<file path="src/rtl/led_seq_pkg.sv">
// rtl/led_seq_pkg.sv - shared types, constants and index helper for the LED sequencer
package led_seq_pkg;

    typedef enum logic [1:0] {
        IDLE  = 2'd0,
        LIGHT = 2'd1,
        GAP   = 2'd2
    } seq_state_t;

    localparam int N_LED     = 4;
    localparam int DUR_DEF0  = 1;
    localparam int DUR_DEF1  = 2;
    localparam int DUR_DEF2  = 3;
    localparam int DUR_DEF3  = 4;

    function automatic int dur_default(input int i);
        case (i)
            0:       return DUR_DEF0;
            1:       return DUR_DEF1;
            2:       return DUR_DEF2;
            default: return DUR_DEF3;
        endcase
    endfunction

    // Lowest set bit of mask at or above 'from'; result is {found, index}.
    // 'from' is 3 bits so that "one past the last LED" (4) finds nothing.
    function automatic logic [2:0] first_set(input logic [N_LED-1:0] mask,
                                             input logic [2:0]       from);
        logic [2:0] r;
        r = '0;
        for (int i = N_LED - 1; i >= 0; i--) begin
            if (mask[i] && (3'(i) >= from)) begin
                r = {1'b1, 2'(i)};
            end
        end
        return r;
    endfunction

endpackage

</file>
<file path="src/rtl/led_tick_gen.sv">
// rtl/led_tick_gen.sv - prescaler emitting a one-cycle tick every TICK_CYCLES clocks
// Ports: clk, rst_n (async, active-low); clr synchronously restarts the period;
//        tick is high for one cycle at the end of each period, never while clr.
module led_tick_gen #(
    parameter int TICK_CYCLES = 50000000
) (
    input  logic clk,
    input  logic rst_n,
    input  logic clr,
    output logic tick
);

    localparam int CW = (TICK_CYCLES > 1) ? $clog2(TICK_CYCLES) : 1;

    logic [CW-1:0] cnt;
    logic          at_end;

    assign at_end = (cnt == CW'(TICK_CYCLES - 1));
    assign tick   = at_end && !clr;

    always_ff @(posedge clk or negedge rst_n) begin
        if (!rst_n) begin
            cnt <= '0;
        end else if (clr || at_end) begin
            cnt <= '0;
        end else begin
            cnt <= cnt + CW'(1);
        end
    end

endmodule

</file>
<file path="src/rtl/led_seq_ctrl.sv">
// rtl/led_seq_ctrl.sv - start/stop sequencer lighting LED0..LED3 in turn for programmed tick counts
// Ports: clk, rst_n (async, active-low); start/stop one-cycle controls; loop_en level;
//        cfg_we/cfg_addr/cfg_data duration register write; led0..led3 active-low drives;
//        busy (not IDLE); done (end-of-sequence pulse); cur_led (lit index, 0 otherwise).
module led_seq_ctrl
    import led_seq_pkg::*;
#(
    parameter int TICK_CYCLES = 50000000,
    parameter int DUR_W       = 4,
    parameter int GAP_TICKS   = 1
) (
    input  logic             clk,
    input  logic             rst_n,
    input  logic             start,
    input  logic             stop,
    input  logic             loop_en,
    input  logic             cfg_we,
    input  logic [1:0]       cfg_addr,
    input  logic [DUR_W-1:0] cfg_data,
    output logic             led0,
    output logic             led1,
    output logic             led2,
    output logic             led3,
    output logic             busy,
    output logic             done,
    output logic [1:0]       cur_led
);

    // The tick counter serves both LED durations and the gap, so it must hold either.
    localparam int GAP_W = $clog2(GAP_TICKS + 1);
    localparam int CNT_W = (DUR_W > GAP_W) ? DUR_W : GAP_W;
    localparam logic [CNT_W-1:0] GAP_LAST = CNT_W'((GAP_TICKS > 0) ? GAP_TICKS - 1 : 0);

    logic [DUR_W-1:0] dur [N_LED];
    logic [DUR_W-1:0] sh  [N_LED];

    seq_state_t       state, state_n;
    logic [1:0]       idx, idx_n;
    logic [CNT_W-1:0] tcnt;
    logic [N_LED-1:0] led_q, led_n;
    logic [1:0]       cur_q, cur_n;
    logic             done_q, done_n;
    logic             load_sh, step, advance;
    logic [N_LED-1:0] dur_nz, sh_nz;
    logic [2:0]       first_dur, next_sh;
    logic             tick, presc_clr, sh_last, gap_last;

    assign presc_clr = (state == IDLE) || stop;

    led_tick_gen #(
        .TICK_CYCLES(TICK_CYCLES)
    ) u_tick (
        .clk  (clk),
        .rst_n(rst_n),
        .clr  (presc_clr),
        .tick (tick)
    );

    always_comb begin
        dur_nz = '0;
        sh_nz  = '0;
        for (int i = 0; i < N_LED; i++) begin
            dur_nz[i] = |dur[i];
            sh_nz[i]  = |sh[i];
        end
    end

    assign first_dur = first_set(dur_nz, 3'd0);
    assign next_sh   = first_set(sh_nz, {1'b0, idx} + 3'd1);
    assign sh_last   = (tcnt == CNT_W'(sh[idx]) - CNT_W'(1));
    assign gap_last  = (tcnt == GAP_LAST);

    always_comb begin
        state_n = state;
        idx_n   = idx;
        done_n  = 1'b0;
        load_sh = 1'b0;
        step    = 1'b0;
        advance = 1'b0;

        unique case (state)
            IDLE: begin
                if (start) begin
                    load_sh = 1'b1;
                    if (first_dur[2]) begin
                        state_n = LIGHT;
                        idx_n   = first_dur[1:0];
                        step    = 1'b1;
                    end else begin
                        done_n  = 1'b1;
                    end
                end
            end
            LIGHT: begin
                if (tick && sh_last) begin
                    step = 1'b1;
                    if (GAP_TICKS != 0) begin
                        state_n = GAP;
                    end else begin
                        advance = 1'b1;
                    end
                end
            end
            GAP: begin
                if (tick && gap_last) begin
                    step    = 1'b1;
                    advance = 1'b1;
                end
            end
            default: begin
                state_n = IDLE;
                idx_n   = 2'd0;
            end
        endcase

        // Move to the next nonzero LED, or wrap/finish when none remains.
        if (advance) begin
            if (next_sh[2]) begin
                state_n = LIGHT;
                idx_n   = next_sh[1:0];
            end else if (loop_en && first_dur[2]) begin
                load_sh = 1'b1;
                state_n = LIGHT;
                idx_n   = first_dur[1:0];
            end else begin
                load_sh = loop_en;
                state_n = IDLE;
                idx_n   = 2'd0;
                done_n  = 1'b1;
            end
        end

        if (stop) begin
            state_n = IDLE;
            idx_n   = 2'd0;
            done_n  = 1'b0;
            load_sh = 1'b0;
        end
    end

    always_comb begin
        led_n = '1;
        cur_n = 2'd0;
        if (state_n == LIGHT) begin
            led_n[idx_n] = 1'b0;
            cur_n        = idx_n;
        end
    end

    always_ff @(posedge clk or negedge rst_n) begin
        if (!rst_n) begin
            state  <= IDLE;
            idx    <= 2'd0;
            tcnt   <= '0;
            led_q  <= '1;
            cur_q  <= 2'd0;
            done_q <= 1'b0;
            for (int i = 0; i < N_LED; i++) begin
                dur[i] <= DUR_W'(dur_default(i));
                sh[i]  <= '0;
            end
        end else begin
            state  <= state_n;
            idx    <= idx_n;
            led_q  <= led_n;
            cur_q  <= cur_n;
            done_q <= done_n;

            if ((state_n == IDLE) || step) begin
                tcnt <= '0;
            end else if (tick) begin
                tcnt <= tcnt + CNT_W'(1);
            end

            // The shadow copy takes the register values present before any same-edge write.
            if (load_sh) begin
                for (int i = 0; i < N_LED; i++) begin
                    sh[i] <= dur[i];
                end
            end

            if (cfg_we) begin
                dur[cfg_addr] <= cfg_data;
            end
        end
    end

    assign led0    = led_q[0];
    assign led1    = led_q[1];
    assign led2    = led_q[2];
    assign led3    = led_q[3];
    assign busy    = (state != IDLE);
    assign done    = done_q;
    assign cur_led = cur_q;

endmodule

</file>
<file path="config.mk">
export PLATFORM = sky130hd
export DESIGN_NAME = led_seq_ctrl
export DESIGN_NICKNAME = d
export VERILOG_FILES = /design/src/rtl/led_seq_pkg.sv /design/src/rtl/led_tick_gen.sv /design/src/rtl/led_seq_ctrl.sv
export SDC_FILE = /design/constraint.sdc
export NUM_CORES = 1
export LEC_CHECK = 0
export ABC_CLOCK_PERIOD_IN_PS = 3300
export CORE_AREA = 2 2 115 117
export CTS_BUF_LIST = sky130_fd_sc_hd__clkbuf_8
export DETAILED_ROUTE_END_ITERATION = 7
export DIE_AREA = 0 0 117 119
export MAX_ROUTING_LAYER = met4
export RECOVER_POWER = 25
export SLEW_MARGIN = 20
export SYNTH_ARGS = -nofsm -noshare
export SYNTH_HDL_FRONTEND = slang
export SYNTH_SLANG_ARGS = --single-unit
</file>
<file path="constraint.sdc">
create_clock -name clk -period 3.3 [get_ports clk]
set_input_delay 0.825 -clock clk [delete_from_list [all_inputs] [get_ports clk]]
set_output_delay 0.825 -clock clk [all_outputs]
set_load 0.02 [all_outputs]
</file>
==> impl_results.md <==
* Status: finished, violations left
* Failing checks: capacitance limit, slew limit
* Sequential share of power at a little under half
* DIE HEIGHT at roughly 120 um
* Top FF cell, synth: dfrtp_1
* Root Driver: clkbuf_8
* CTS buffer count at 9
* # DRC at 0
* Peak VDD IR at between 0.3 and 0.4 mV
* Post-cts sizing count at 0
* Layout cell share with drive strength beyond 1 at 20.4%
* Psw at 649 uW
* PortBufs at 19
* Hold Path End: sh[15]
* Final Setup Violations at 0
* TNS Setup at 0 ns
* DP HPWL at 5470 um
* Hold path start: sh[15]
* DRT Pass-1 Iters at 4
* Largest net degree at the start of global routing at 74
* Post-synthesis sequential area ratio at 49.1%
* Worst Setup Start Kind: flop
* Initial DRC Count at roughly 160
* Clock slew at reported path FFs at 0.07 ns
* Filler cells at 1,310
* Fraction of registers with async set/reset at 100%
* Combinational share of power at 18.2%
* Proportion of power drawn by the clock network at 34.0%
* Routed len/inst at 13.8 um
* Final Skew at 0.00977 ns
* Max clock buf depth at 2
* Worst Path Max Fanout at 4
* Post-synth net total at 358
* Max cap viols at 1
* Leakage at approximately 1.7 nW
* H-Tree Level Count at 3
* Post-route core utilization at 34.1%
* Hold Vio Cnt, Final at 0
* Layout area overhead at 17.4%
* Yosys top cell by area: dfrtp_1
* Max incr delay on CP at 0.58 ns
* Critical path class: flop to flop
* Fin crit period at 2.84 ns
* Reg-to-Reg Start: idx[0]
* Max Freq at 352 MHz
* Synth Area per Inst at 11.1 sq um
* FF+latch count, synth at 73
* Largest cells by area after synthesis: dfrtp_1 43%, mux2_2 9.6%, dfstp_2 6.3%
* PwrDens at 537 nW/um^2
* Via density at roughly 4.8
* CP required at 3.52 ns
* Routed Antenna Nets at 0
* WHS Path Cells at 1
* Post-CTS Hold Buffers at 0
* Most common cell after layout, fill and taps aside: dfrtp_1
* Most frequent CP cell: xnor2_1
* I/O pin cnt at 20
* Slew Viols, Final at 74
* Post-Route WL at about 7600 um
* RR Endpoint: tcnt[2]
* Worst slew pin tran at roughly 1.8 ns
* # rows at 42
* Number of synthesized flops with an enable pin at 0
* Clock Latency Late Sink at 0.36 ns
* Cells after Synth at roughly 340
* Distinct cells, synth at 51
* R2R setup slack at 0.46 ns
* Critical Path AT at 3.07 ns
* Sw Ratio at 27.5%
* Slew Limit Headroom at -16.7%
* Core box area at approximately 13,000 sq um
* Yosys warns at 0
* Mapped Area at 3740 sq um
* Final net count at 387
* Antenna violations before repair at 0
* Worst R2R Path Depth at 10
* CP Cell Sequence: mux4_2, inv_1, ha_1, xnor2_1, xnor2_1, nor3_1, and4_4, o31a_4, o41ai_2, nor2_1
* Post-CTS Setup Inserts at 0
* CTS sink cnt at 73
* Width of the die at between 100 and 150 um
* Via count at 2,642
* GPL Wtd Cong at about 0.87
* Total gr overflow at 0
* Pint at ~1.7 mW
* CTS tree: done
* First-pass GRT wire length at 13,000 um
* Antenna diode count at 0
* Total Routing Usage GR at 12.3%
* Overall die area at about 14,000 sq um
* Top cell type's share of synthesized area at 42.8%
* Slowest CP cell: mux4_2
* Hold Crit Class: flop to flop
* Most frequent cells in the layout: 64 x dfrtp_1, 39 x nor2_1, 32 x mux2_2
* Final period util at 86.2%
* Vias in the first global route at 2,593
* RSZ-0062 raised after global routing: false
* Worst Setup End Kind: flop
* Initial Utilization at 29.1%
## registers in the layout (all words and copies together), names as in the netlist
signal and count:
led_q 4, dur 16, idx 2, tcnt 4, state 2, done 1
u_tick.cnt 26, cur_led 2, sh 16
## synth_stat cells, types with 3 or more instances
library cell,count
a21oi_1,6
and3_1,8
and4_1,4
clkbuf_1,5
dfrtp_1,64
dfstp_2,9
ha_1,8
inv_1,16
mux2_2,32
mux4_2,3
nand2_1,21
nand3_1,11
nand3b_1,4
nand4_1,9
nor2_1,39
nor3_1,4
nor4_1,10
nor4bb_1,3
o211ai_1,3
o21ai_0,7
or3_1,4
or4_1,4
xnor2_1,18
xor2_1,13
## stage by stage
stage / setup WS (ns) / power [mW] / hold WS [ns] / instance area [sq um] / cells
floorplan: 0.577 / 1.42 / 0.455 / 3740 / 338
global placement: 0.215 / 1.55 / 0.482 / 4170 / 532
detailed placement: 0.205 / 1.57 / 0.494 / 4170 / 532
CTS: 0.453 / 2.39 / 0.511 / 4400 / 548
global route: 0.275 / 2.50 / 0.523 / 4400 / 548
finish: 0.456 / 2.36 / 0.503 / 4400 / 548
## layer usage
layer  wire [um]  vias to the layer above  track usage, %
met4          29                        0            1.99
met2        3600                       46            18.2
li1            -                     1266               -
met1        3590                     1326            16.4
met3         343                        4            4.53
met5           0                        -               -
## worst max path at each step
stage | from | endpoint | slack [ns] | depth (start not counted)
6_report | idx[0] | tcnt[2] | 0.46 | 10
5_1_grt | idx[0] | tcnt[0] | 0.27 | 10
4_1_cts | idx[0] | tcnt[2] | 0.45 | 10
3_5_place_dp | stop | sh[4] | 0.21 | 8
3_3_place_gp | stop | sh[4] | 0.21 | 8
2_1_floorplan | stop | sh[0] | 0.58 | 7
## power by group through the flow
stage	registers [mW]	logic, mW	clock network [mW]
after floorplan	1.10	0.321	0
after global placement	1.14	0.417	0
after detailed placement	1.14	0.432	0
after CTS	1.13	0.435	0.827
after global routing	1.14	0.479	0.875
final	1.13	0.429	0.802
## critical path, delay by kind of cell (launching register included)
family          cells  cell delay (ns)
flops               1             0.44
simple gates        3             0.39
buf+inv             1             0.08
fa+ha+maj           1             0.15
mux                 1             0.58
compound gates      2             0.75
xor+xnor            2             0.31
## cell type report
cell class | instances | area (sq um) | area share, %
flip-flops and latches | 73 | 1840 | 41.8
multi-input cells | 240 | 1790 | 40.8
well taps | 176 | 220 | 5.01
clock inverters | 5 | 77.6 | 1.76
repair buffers | 27 | 255 | 5.81
inverters | 16 | 60.1 | 1.37
clock buffers | 11 | 151 | 3.44
## cells by family (layout without fill, tap and decap cells)
family                     Yosys count  count (layout)  synth area share, %
AOI/OAI and AO/OA                   33              33                 6.98
xor gates and xnor gates            31              31                 7.25
adders and majority gates            8               8                 2.67
buffers and inverters               25              59                 3.04
DFF                                 73              73                 49.1
muxes                               36              36                 12.1
and+or+nand+nor                    132             132                 18.8
Note: power is estimated with default switching activity, not from simulation.
